--- src/rtl/dlx_pkg.sv ---
// dlx_pkg: shared DLX definitions for the fetch slice.
//   XLEN             - datapath width
//   INSTR_NOP        - instruction word used for pipeline bubbles
//   DEFAULT_RESET_PC - default first fetch address after reset
//   fetch_entry_t    - buffered fetch result {instr, pc+4}
package dlx_pkg;

   localparam int unsigned XLEN = 32;

   localparam logic [XLEN-1:0] INSTR_NOP        = 32'h0000_0000;
   localparam logic [XLEN-1:0] DEFAULT_RESET_PC = 32'h0000_0000;

   typedef struct packed {
      logic [XLEN-1:0] instr;
      logic [XLEN-1:0] pc_next;
   } fetch_entry_t;

endpackage

--- src/rtl/fetch_fifo.sv ---
// fetch_fifo: synchronous FIFO holding returned fetch words until ID takes them.
//   clk, reset_n - clock, synchronous active-low reset
//   clear_i      - drop all entries (takes priority over push/pop)
//   push_i       - write wdata_i (caller guarantees not full)
//   wdata_i      - entry to write
//   pop_i        - remove head (caller guarantees not empty)
//   rdata_o      - current head entry
//   count_o      - number of valid entries
module fetch_fifo #(
   parameter int unsigned Depth = 2,
   parameter int unsigned Width = 64
) (
   input  logic                       clk,
   input  logic                       reset_n,
   input  logic                       clear_i,
   input  logic                       push_i,
   input  logic [Width-1:0]           wdata_i,
   input  logic                       pop_i,
   output logic [Width-1:0]           rdata_o,
   output logic [$clog2(Depth):0]     count_o
);

   localparam int unsigned PW = $clog2(Depth) + 1;
   localparam int unsigned AW = $clog2(Depth);

   logic [Width-1:0] mem_q [Depth];
   logic [PW-1:0]    wptr_q, wptr_d;
   logic [PW-1:0]    rptr_q, rptr_d;
   logic [PW-1:0]    count_q, count_d;

   // Pointers wrap explicitly so non-power-of-two depths work.
   function automatic logic [PW-1:0] ptr_inc(input logic [PW-1:0] p);
      return (p == PW'(Depth - 1)) ? '0 : p + PW'(1);
   endfunction

   always_comb begin
      wptr_d  = wptr_q;
      rptr_d  = rptr_q;
      count_d = count_q;
      if (clear_i) begin
         wptr_d  = '0;
         rptr_d  = '0;
         count_d = '0;
      end else begin
         if (push_i) wptr_d = ptr_inc(wptr_q);
         if (pop_i)  rptr_d = ptr_inc(rptr_q);
         count_d = count_q + PW'(push_i) - PW'(pop_i);
      end
   end

   always_ff @(posedge clk) begin
      if (!reset_n) begin
         wptr_q  <= '0;
         rptr_q  <= '0;
         count_q <= '0;
      end else begin
         wptr_q  <= wptr_d;
         rptr_q  <= rptr_d;
         count_q <= count_d;
      end
   end

   always_ff @(posedge clk) begin
      if (push_i && !clear_i) mem_q[wptr_q[AW-1:0]] <= wdata_i;
   end

   assign rdata_o = mem_q[rptr_q[AW-1:0]];
   assign count_o = count_q;

endmodule

--- src/rtl/if_stage.sv ---
// if_stage: DLX instruction-fetch stage. Owns the PC, issues in-order fetches,
// buffers returned words and loads the IF/ID register; handles EX redirects.
//   clk, reset_n          - clock, synchronous active-low reset
//   pc_cmd_EX, pc_in_EX   - redirect request and target from EX
//   stall_ID              - ID cannot accept an instruction this cycle
//   i_address             - fetch byte address (current PC)
//   i_read_enable/i_ready - fetch request / memory accepts it
//   i_data/i_valid        - in-order response word / response valid
//   instr_ID, PC_ID       - IF/ID instruction and its fetch address + 4
//   valid_ID              - IF/ID holds a live instruction
//   flush_ID              - kill the instruction in ID (same cycle as redirect)
module if_stage
   import dlx_pkg::*;
#(
   parameter logic [31:0] RESET_PC   = DEFAULT_RESET_PC,
   parameter int unsigned FIFO_DEPTH = 2
) (
   input  logic        clk,
   input  logic        reset_n,
   input  logic        pc_cmd_EX,
   input  logic [31:0] pc_in_EX,
   input  logic        stall_ID,
   output logic [31:0] i_address,
   output logic        i_read_enable,
   input  logic        i_ready,
   input  logic [31:0] i_data,
   input  logic        i_valid,
   output logic [31:0] instr_ID,
   output logic [31:0] PC_ID,
   output logic        valid_ID,
   output logic        flush_ID
);

   localparam int unsigned CW = $clog2(FIFO_DEPTH) + 1;

   logic [31:0]   pc_q, pc_d;
   logic [31:0]   resp_pc_q, resp_pc_d;   // address of the next non-dropped response
   logic [CW-1:0] live_q, live_d;
   logic [CW-1:0] drop_q, drop_d;
   logic [31:0]   instr_q, instr_d;
   logic [31:0]   pc_id_q, pc_id_d;
   logic          valid_q, valid_d;

   logic [CW-1:0] buf_cnt;
   logic [CW+1:0] occupancy;
   logic          req_fire, resp_drop, resp_keep, bypass, fifo_push, fifo_pop;
   fetch_entry_t  resp_entry, head_entry;

   assign occupancy = {2'b00, live_q} + {2'b00, drop_q} + {2'b00, buf_cnt};

   assign i_read_enable = reset_n & ~pc_cmd_EX & (occupancy < (CW+2)'(FIFO_DEPTH));
   assign i_address     = pc_q;
   assign flush_ID      = pc_cmd_EX;

   assign req_fire  = i_read_enable & i_ready;
   assign resp_drop = i_valid & (drop_q != '0);
   assign resp_keep = i_valid & (drop_q == '0);

   assign resp_entry = '{instr: i_data, pc_next: resp_pc_q + 32'd4};

   // An empty buffer lets a response skip straight into IF/ID.
   assign bypass    = resp_keep & (buf_cnt == '0) & ~stall_ID & ~pc_cmd_EX;
   assign fifo_push = resp_keep & ~bypass & ~pc_cmd_EX;
   assign fifo_pop  = (buf_cnt != '0) & ~stall_ID & ~pc_cmd_EX;

   fetch_fifo #(
      .Depth (FIFO_DEPTH),
      .Width ($bits(fetch_entry_t))
   ) u_fetch_fifo (
      .clk     (clk),
      .reset_n (reset_n),
      .clear_i (pc_cmd_EX),
      .push_i  (fifo_push),
      .wdata_i (resp_entry),
      .pop_i   (fifo_pop),
      .rdata_o (head_entry),
      .count_o (buf_cnt)
   );

   always_comb begin
      pc_d      = pc_q;
      resp_pc_d = resp_pc_q;
      live_d    = live_q;
      drop_d    = drop_q;
      instr_d   = instr_q;
      pc_id_d   = pc_id_q;
      valid_d   = valid_q;
      if (pc_cmd_EX) begin
         pc_d      = pc_in_EX & ~32'h3;
         resp_pc_d = pc_in_EX & ~32'h3;
         // Every request still outstanding after this edge must be discarded.
         drop_d    = drop_q + live_q - CW'(i_valid);
         live_d    = '0;
         instr_d   = INSTR_NOP;
         valid_d   = 1'b0;
      end else begin
         if (req_fire)  pc_d = pc_q + 32'd4;
         if (resp_keep) resp_pc_d = resp_pc_q + 32'd4;
         live_d = live_q + CW'(req_fire) - CW'(resp_keep);
         drop_d = drop_q - CW'(resp_drop);
         if (!stall_ID) begin
            if (buf_cnt != '0) begin
               instr_d = head_entry.instr;
               pc_id_d = head_entry.pc_next;
               valid_d = 1'b1;
            end else if (bypass) begin
               instr_d = resp_entry.instr;
               pc_id_d = resp_entry.pc_next;
               valid_d = 1'b1;
            end else begin
               instr_d = INSTR_NOP;
               valid_d = 1'b0;
            end
         end
      end
   end

   always_ff @(posedge clk) begin
      if (!reset_n) begin
         pc_q      <= RESET_PC;
         resp_pc_q <= RESET_PC;
         live_q    <= '0;
         drop_q    <= '0;
         instr_q   <= INSTR_NOP;
         pc_id_q   <= '0;
         valid_q   <= 1'b0;
      end else begin
         pc_q      <= pc_d;
         resp_pc_q <= resp_pc_d;
         live_q    <= live_d;
         drop_q    <= drop_d;
         instr_q   <= instr_d;
         pc_id_q   <= pc_id_d;
         valid_q   <= valid_d;
      end
   end

   assign instr_ID = instr_q;
   assign PC_ID    = pc_id_q;
   assign valid_ID = valid_q;

endmodule

--- config.mk ---
export PLATFORM = sky130hd
export DESIGN_NAME = if_stage
export DESIGN_NICKNAME = d
export VERILOG_FILES = /design/src/rtl/dlx_pkg.sv /design/src/rtl/fetch_fifo.sv /design/src/rtl/if_stage.sv
export SDC_FILE = /design/constraint.sdc
export NUM_CORES = 1
export LEC_CHECK = 0
export BUFFER_PORTS_ARGS = -buffer_cell sky130_fd_sc_hd__buf_2
export CAP_MARGIN = 20
export CORE_AREA = 2 2 167 185
export DETAILED_ROUTE_END_ITERATION = 10
export DIE_AREA = 0 0 169 187
export PLACE_DENSITY = 0.68
export SYNTH_ARGS = -nofsm -noshare
export SYNTH_HDL_FRONTEND = slang
export SYNTH_SLANG_ARGS = --single-unit
--- constraint.sdc ---
create_clock -name clk -period 15.1 [get_ports clk]
set_input_delay 0.755 -clock clk [delete_from_list [all_inputs] [get_ports clk]]
set_output_delay 0.755 -clock clk [all_outputs]
set_load 0.02 [all_outputs]
# After elaboration in Yosys (flattened, before gate mapping)
# Memory sizes are Yosys's and may differ from the RTL's. A register that Yosys moved wholly into a read port is not among the register bits.
# Cells that the tools add are included.
# totals
ff_bits	139
n_memories	1
ram_bits	128
# classes
bitwise_logic	16
eq_ne	2
order_cmp	1
reduce_logical	11
n_addsub	13
n_mux	17
# memory_table
name	words	word_bits	rd	rd_clocked_by_memory_dff	wr	line_no	rtl
u_fetch_fifo.mem_q	2	64	1	1	1	fetch_fifo.sv:26	logic [Width-1:0] mem_q [Depth];
# op_table
op	n
$mux W32	8
$add A32 B3 Y32 const B	2
$and A1 B1 Y1	12
$reduce_bool A2 Y1	5
$sub A2 B1 Y2	4
$mux W1	6
$mux W2	3
$add A2 B1 Y2	2
$add A2 B1 Y2 const B	2
$add A3 B2 Y4	1
$eq A2 B1 Y1 const B	2
$logic_not A2 Y1	2
$lt A4 B2 Y1 const B	1
$not A1 Y1	4
$add A2 B2 Y3	1
$reduce_and A3 Y1	1
$add A2 B2 Y2	1
$reduce_or A2 Y1	1
$logic_and A1 B1 Y1	1
$logic_not A1 Y1	1

# Longest topological paths before layout
# Gate-level depths: netlist of the first run.
# depth
ltp_word	11
ltp_mapped	15
depth_no_buf	13

# Hierarchy
# From an unflattened synthesis of the first run, not the netlist that was laid out.
# unflattened
cells_unflattened	1104
area_unflattened_um2	12291.8
# by_module_without_submodules
module	seq_area_each_um2	cells_each	instances	area_each_um2
if_stage	2582.5	885	1	7151.9
fetch_fifo	3943.8	219	1	5139.9

# Worst setup path after synthesis of the first run
# OpenSTA, ideal clock, no wires.
# synth_path
path_kind	input to register
from	input i_valid
to	memory u_fetch_fifo.mem_q[0][10], enable pin
setup_ns	0.635
setup_slack_ns	7.067
t_arrival_ns	7.398
path_stages	4
path_cell_list	or3b_1 -> clkbuf_1 -> clkbuf_1 -> nor4_1
# synth_via
elab_chain_cells	10
# synth_lines
item	line_no	rtl
start: declaration	if_stage.sv:27	input logic i_valid,
$and A1 B1 Y1 *	if_stage.sv:57	assign resp_keep = i_valid & (drop_q == '0);
$and A1 B1 Y1 (3 in series)	if_stage.sv:62	assign bypass = resp_keep & (buf_cnt == '0) & ~stall_ID & ~pc_cmd_EX;
$not A1 Y1	if_stage.sv:63	assign fifo_push = resp_keep & ~bypass & ~pc_cmd_EX;
$and A1 B1 Y1 * (2 in series)	if_stage.sv:63	
$logic_and A1 B1 Y1 *	fetch_fifo.sv:64	if (push_i && !clear_i) mem_q[wptr_q[AW-1:0]] <= wdata_i;
$mux W1 *	fetch_fifo.sv:64	
$mux W1 (not written as such) *	fetch_fifo.sv:64	
end: declaration	fetch_fifo.sv:26	
# Every way passes the cells marked *; elsewhere a longest branch is shown, timed or not.

# Worst setup path after layout of the first run
# layout_path
from	register drop_q[1]
to	register live_q[1]
# layout_via
elab_chain_cells	7
# layout_lines
item	line_no	rtl
start: declaration	if_stage.sv:39	logic [CW-1:0] drop_q, drop_d;
start signal: assignment	if_stage.sv:131	drop_q <= drop_d;
$add A2 B2 Y3	if_stage.sv:49	assign occupancy = {2'b00, live_q} + {2'b00, drop_q} + {2'b00, buf_cnt};
$add A3 B2 Y4	if_stage.sv:49	
$lt A4 B2 Y1	if_stage.sv:51	assign i_read_enable = reset_n & ~pc_cmd_EX & (occupancy < (CW+2)'(FIFO_DEPTH));
$and A1 B1 Y1	if_stage.sv:51	
$and A1 B1 Y1	if_stage.sv:55	assign req_fire = i_read_enable & i_ready;
$add A2 B1 Y2	if_stage.sv:99	live_d = live_q + CW'(req_fire) - CW'(resp_keep);
$sub A2 B1 Y2 *	if_stage.sv:99	
end signal: assignment	if_stage.sv:130	live_q <= live_d;
end: declaration	if_stage.sv:38	logic [CW-1:0] live_q, live_d;
# Marks and branches as above.
# A chain may end at the register's enable or synchronous reset.

==> impl_metrics.toml, run 1 <==
[outcome]
status = "complete, no violations"

[drt]
drtIter0Drc = 661
detail_route.wl_per_cell_um = 18.5
first_pass_iters = 4
detail-route-antenna-nets = 0
drc_errors = 0
wl_mm = 30.3
via_per_inst = 5.59
num_vias = 9178

[clock_network]
numCtsBuffers = 28
cts_tree = "done"
htree_levels = 1
post_cts_buffers = 0
clockBufferDepth = 3
ctsHoldBuffers = 0
clock_latency_ns = 0.55
clk_pin_slew_ns = 0.06
cts.repair.resized = 0
cts_root_buf = "clkbuf_16"
clock_sinks = 256

[critical_path]
critPathLaunchType = "register"
crit_fanout = 32
r2r-start = "drop_q[1]$_SDFF_PN0_"
r2r_cells = 13
arrival_ns = 4.92
reg2reg_slack_ns = 10.58
crit_required_ns = 15.50
critPathKind = "register to register"
timing.rr.end = "live_q[1]$_SDFF_PP0_"
crit_path_end_kind = "register"

[pwr]
cellPowerDensity_nw_per_um2 = 119
p_leak_uw = 0.00497
intPower_uw = 1220
power_frac_comb_pct = 10.4
p_sw_uw = 409
swShare_pct = 25.1
power.share.clock_pct = 41.6
seqPwrFrac_pct = 48.1
vdd.ir_drop.worst_mv = 0.0840

[synth]
synth_top_area_share_pct = 31.8
synthTopCellsByArea = "edfxtp_1, dfxtp_1, mux2_2, a21oi_1, xnor2_1"
ys.flop_type = "dfxtp_1"
synth_cell_types = 57
synth_area_per_cell_um2 = 10.4
yosys_warnings = 0
synth-seq-cells = 256
synth_edf_count = 124
netlist_area_um2 = 11700
yosysSeqAreaShare_pct = 54.4
syn_inst = 1120
yosysTopAreaCell = "edfxtp_1"
synth-async-reset-ratio_pct = 0

[worst_hold_path]
min_path_cells = 1
min_to = "u_fetch_fifo.mem_q[1][51]$_DFFE_PP_"
hp-start = "i_data[19]"
hold_path.class = "primary input to register"

[finish]
fin_util_pct = 45.6
antenna_cells = 0
drive_gt1_share_pct = 21.8
areaGrowthSynthToFinish_pct = 17.0
fin_cells = 1642
nets = 1324

[sta]
setup_tns_ns = 0
fmax_ghz = 0.221
finalCritPeriodShare_pct = 30.0
hold_viol_final = 0
clock_skew_ns = 0.0152
post-route-min-period_ns = 4.52
finalSetupViolCount = 0
rsz0062_at_grt = "false"
tightest_slew_ns = 1.07
report.final.slew_viol_count = 0
maxSlewHeadroom_pct = 28.9

[global_route]
grt_overflow_total = 0
grt_pass1_wl_mm = 48.3
grt_pass1_vias = 9025
grt_max_degree = 74
grt_use_total_pct = 18.8
antenna_found_initial = 0

[run]
maxCapViolCount = 0

[floorplanning]
die_area_um2 = 31600
rows = 67
design.core.area_um2 = 30000
ios = 169
die_x_um = 169
start_util_pct = 39.0
die_y_um = 187

[place]
dp_hpwl_mm = 19.1
placed_cells = 1590
gp_congestion = 0.885
numPortBuffers = 162
[state kept, by name, indices dropped and copies added, names as in the netlist, named ones only]
name / count
u_fetch_fifo.count_o: 2
PC_ID: 30
valid_ID: 1
live_q: 2
u_fetch_fifo.rptr_q: 1
drop_q: 2
resp_pc_q: 30
u_fetch_fifo.wptr_q: 1
instr_ID: 32
u_fetch_fifo.mem_q: 124
i_address: 30
[cells in the mapped netlist, types with 5 or more instances]
| library cell | count |
|---|---|
| nor2b_1 | 33 |
| o2bb2ai_1 | 8 |
| mux2i_1 | 31 |
| a221oi_1 | 33 |
| o21a_1 | 6 |
| and2_1 | 8 |
| dfxtp_1 | 132 |
| buf_1 | 6 |
| o21ai_0 | 64 |
| a31oi_1 | 13 |
| xnor2_1 | 38 |
| a21boi_0 | 6 |
| nand2_1 | 65 |
| clkbuf_1 | 76 |
| edfxtp_1 | 124 |
| inv_1 | 21 |
| xor2_1 | 18 |
| and4_1 | 12 |
| o22ai_1 | 8 |
| a21oi_1 | 69 |
| and3_1 | 10 |
| nand4_1 | 25 |
| buf_4 | 5 |
| o211ai_1 | 7 |
| nor2_1 | 71 |
| nor3_1 | 54 |
| ha_1 | 12 |
| nor4_1 | 15 |
| or4_1 | 7 |
| or2_2 | 6 |
| nand3_1 | 37 |
| a211oi_1 | 14 |
| or3_1 | 8 |
| mux2_2 | 40 |
[critical path, stage by stage, from the launching register on]
cell and delay (ns):
dfxtp_1 0.41, inv_1 0.08, fa_1 0.51, inv_1 0.04
ha_1 0.29, nand4bb_1 0.48, nor2_1 0.80, inv_1 0.71
ha_1 0.51, inv_1 0.04, ha_1 0.17, xor2_1 0.15
xnor2_1 0.13, nor2_1 0.05
[cells in the final DEF (no fill, tap or decap), drive strengths merged, types with 4 or more instances in the layout]
master   count
a211oi      14
a21boi       7
a21oi       69
a221oi      33
a31oi       13
and2         8
and3        10
and4        12
buf        177
clkbuf      37
clkinv      10
conb         4
dfxtp      132
edfxtp     124
ha          12
inv         21
mux2        40
mux2i       31
nand2       65
nand3       38
nand4       25
nor2        71
nor2b       33
nor3        54
nor4        15
o211ai       7
o21a         6
o21ai       65
o22ai        8
o2bb2ai      8
or2          6
or3          8
or4         10
xnor2       38
xor2        18
[stage by stage]
| stage | power, uW | hold slack (ns) | area (um2) | setup WS (ns) |
|---|---|---|---|---|
| 2_1_floorplan | 906 | 0.478 | 11700 | 7.07 |
| 3_3_place_gp | 962 | 0.445 | 12800 | 10.13 |
| 3_5_place_dp | 966 | 0.447 | 12800 | 10.19 |
| 4_1_cts | 1650 | 0.383 | 13700 | 10.53 |
| 5_1_grt | 1700 | 0.396 | 13700 | 10.20 |
| 6_report | 1630 | 0.410 | 13700 | 10.58 |
[area by class of cell]
class	instances	area, um2
fill	2812	16300
sequential	256	6370
multi-input combinational	757	4930
timing repair buffer	177	923
clock buffer	37	754
tap	379	474
clock inverter	15	165
inverter	21	78.8
[how the worst max path moves through the flow]
stage / from / endpoint / slack [ns] / cells past startpoint
final: drop_q[1]$_SDFF_PN0_ / live_q[1]$_SDFF_PP0_ / 10.58 / 13
after global routing: drop_q[1]$_SDFF_PN0_ / live_q[1]$_SDFF_PP0_ / 10.20 / 13
after CTS: drop_q[1]$_SDFF_PN0_ / live_q[1]$_SDFF_PP0_ / 10.53 / 13
after detailed placement: reset_n / live_q[1]$_SDFF_PP0_ / 10.19 / 11
after global placement: reset_n / live_q[1]$_SDFF_PP0_ / 10.13 / 11
after floorplan: i_valid / u_fetch_fifo.mem_q[0][10]$_DFFE_PP_ / 7.07 / 4
[metal layers]
metal	track usage (%)	share of wire, %	vias to the layer above
met2	30.8	47	315
met1	25.7	45	4397
met4	6.28	2.9	0
li1	-	-	4405
met5	0	0	-
met3	2.48	5.9	61
[power by group through the flow]
stage          clock network, uW  registers (uW)  logic, uW
2_1_floorplan                  0             807       99.0
3_3_place_gp                   0             796        166
3_5_place_dp                   0             797        169
4_1_cts                      693             783        169
5_1_grt                      722             787        187
6_report                     678             783        169
[cell families after synthesis]
| group | synth area share (%) |
|---|---|
| AND/OR/NAND/NOR | 16.2 |
| flip-flops | 54.4 |
| AO/OA/AOI/OAI | 13.6 |
| buffers and inverters | 3.71 |
| multiplexers | 6.50 |
| XOR/XNOR | 4.19 |
| adder cells (fa/ha/maj) | 1.45 |
| other | 0.0320 |
Power figures use the tool's default switching activity.
==> inputs of run 2 (changes only) <==
--- a/config.mk
+++ b/config.mk
@@ -10,7 +10,7 @@
 export CORE_AREA = 2 2 167 185
 export DETAILED_ROUTE_END_ITERATION = 10
 export DIE_AREA = 0 0 169 187
-export PLACE_DENSITY = 0.68
+export PLACE_DENSITY = 0.7
 export SYNTH_ARGS = -nofsm -noshare
 export SYNTH_HDL_FRONTEND = slang
 export SYNTH_SLANG_ARGS = --single-unit
==> constraint.sdc (replaced) <==
create_clock -name clk -period 4 [get_ports clk]
set_input_delay 0.2 -clock clk [delete_from_list [all_inputs] [get_ports clk]]
set_output_delay 0.2 -clock clk [all_outputs]
set_load 0.02 [all_outputs]
==> run 2 against run 1 <==
Die area is the same. Critical path depth shrank 1. Register-to-register slack lost 9.9 ns. Combinational power grew to 4.1 times the previous value. Wire length grew 2.4%. Final cell count grew 4.2%. Final area grew 5.6%. Sequential cell count is the same.
==> impl_metrics.toml, run 2 (synthesis results as in run 1) <==
[critical_path]
crit_required_ns = 4.48
r2r-start = "drop_q[1]$_SDFF_PN0_"
reg2reg_slack_ns = 0.68
critPathKind = "register to register"
arrival_ns = 3.80
crit_fanout = 31
cp-startpoint = "drop_q[1]$_SDFF_PN0_"
crit_path_end_kind = "register"
crit_path_end = "i_address[8]$_SDFFE_PN0P_"
critPathLaunchType = "register"
timing.rr.end = "i_address[8]$_SDFFE_PN0P_"
r2r_cells = 12

[clock_network]
clk_pin_slew_ns = 0.06
clock_sinks = 256
cts_root_buf = "clkbuf_16"
cts_tree = "done"
post_cts_buffers = 0
cts.repair.resized = 0
numCtsBuffers = 28
clockBufferDepth = 3
ctsHoldBuffers = 60
clock_latency_ns = 0.55
htree_levels = 1

[finish]
drive_gt1_share_pct = 21.6
final_cell_mix = "buf_2, dfxtp_1, edfxtp_1"
areaGrowthSynthToFinish_pct = 23.5
final_common_cell = "buf_2"
nets = 1393
antenna_cells = 0
fin_cells = 1711
n_fill_cell = 2722
fin_util_pct = 48.2
largest_reg_flops = 124

[place]
pre_cts_ws_ns = 0.684
placed_cells = 1599
dp_hpwl_mm = 19.9
numPortBuffers = 162
gp_congestion = 0.879

[pwr]
cellPowerDensity_nw_per_um2 = 434
p_leak_uw = 0.00531
vdd.ir_drop.worst_mv = 0.348

[global_route]
grt_overflow_total = 0
grt_pass1_vias = 9118
grt_pass1_wl_mm = 48.5
grt_use_total_pct = 18.8
antenna_found_initial = 0
grt_max_degree = 75

[sta]
rsz0062_at_grt = "false"
fin_ws_ns = 0.680
maxSlewHeadroom_pct = 43.1
finalSetupViolCount = 0
hold_viol_final = 0
post-route-min-period_ns = 3.32
finalCritPeriodShare_pct = 83.0
clock_skew_ns = 0.0156
setup_tns_ns = 0
fmax_ghz = 0.301
tightest_slew_ns = 0.850
report.final.slew_viol_count = 0

[run]
maxCapViolCount = 0

[floorplanning]
start_util_pct = 39.0
die_area_um2 = 31600
rows = 67
design.core.area_um2 = 30000
ios = 169
die_y_um = 187
die_x_um = 169

[drt]
wl_mm = 31.1
drtIter0Drc = 893
via_per_inst = 5.53
detail-route-antenna-nets = 0
num_vias = 9467
detail_route.wl_per_cell_um = 18.2
drc_errors = 0
first_pass_iters = 5

[worst_hold_path]
hold_path.class = "primary input to register"

[outcome]
status = "complete, no violations"
-- run 2: cell types whose count changed in the layout (fill, tap and decap cells not counted), sizes merged --
cell         delta
clkinv          +1
dlygate4sd3    +60
inv             +2
clkinvlp        -2
clkbuf          -1
buf             +9
-- run 2: worst min path at each step --
stage / from / end / slack [ns] / depth (start not counted)
finish: pc_in_EX[26] / i_address[26]$_SDFFE_PN0P_ / 0.05 / 3
global route: pc_in_EX[26] / resp_pc_q[26]$_SDFFE_PN0P_ / 0.05 / 3
CTS: pc_in_EX[26] / resp_pc_q[26]$_SDFFE_PN0P_ / 0.007 / 3
detailed placement: i_data[21] / u_fetch_fifo.mem_q[1][53]$_DFFE_PP_ / 0.41 / 1
global placement: i_data[14] / u_fetch_fifo.mem_q[0][46]$_DFFE_PP_ / 0.41 / 1
floorplan: i_data[0] / u_fetch_fifo.mem_q[0][32]$_DFFE_PP_ / 0.30 / 0
-- run 2: area by class of cell --
class                   count  area, um2  share of cell area, %
clock buffers              36        781                   5.40
clock inverters            16        173                   1.19
inverters                  21       78.8                  0.545
multi-input cells         757       4940                   34.2
flip-flops and latches    256       6370                   44.0
well taps                 379        474                   3.28
repair buffers            246       1640                   11.4
-- run 2: where the power goes --
group	total, uW	switching (uW)	internal (uW)
Sequential	2950	93.9	2860
Combinational	701	428	273
Clock	2620	1050	1570
Total	6280	1570	4710
-- run 2: per-stage QoR --
stage / hold WS, ns / cell area [um2] / total power, uW
after floorplan: 0.299 / 11700 / 3420
after global placement: 0.406 / 12900 / 3640
after detailed placement: 0.409 / 12900 / 3660
after CTS: 0.00738 / 14500 / 6330
after global routing: 0.0480 / 14500 / 6520
final: 0.0464 / 14500 / 6280
-- run 2: worst max-delay path: stages (launching register included) --
cell and delay (ns):
dfxtp_1 0.41, inv_1 0.08, fa_1 0.50, inv_1 0.04, ha_1 0.29, nand4bb_1 0.46
nor2_1 0.21, buf_4 0.22, inv_1 0.08, buf_4 0.23, nor3_1 0.24, mux2_2 0.35
a21oi_1 0.13
-- run 2: per-layer routing --
metal  up-vias  wire length, um  GRT usage [%]
met4         0              426           4.14
met5         -                0              0
met2       349            15000           32.3
met1      4565            13800           25.1
li1       4528                -              -
met3        25             1900           2.98
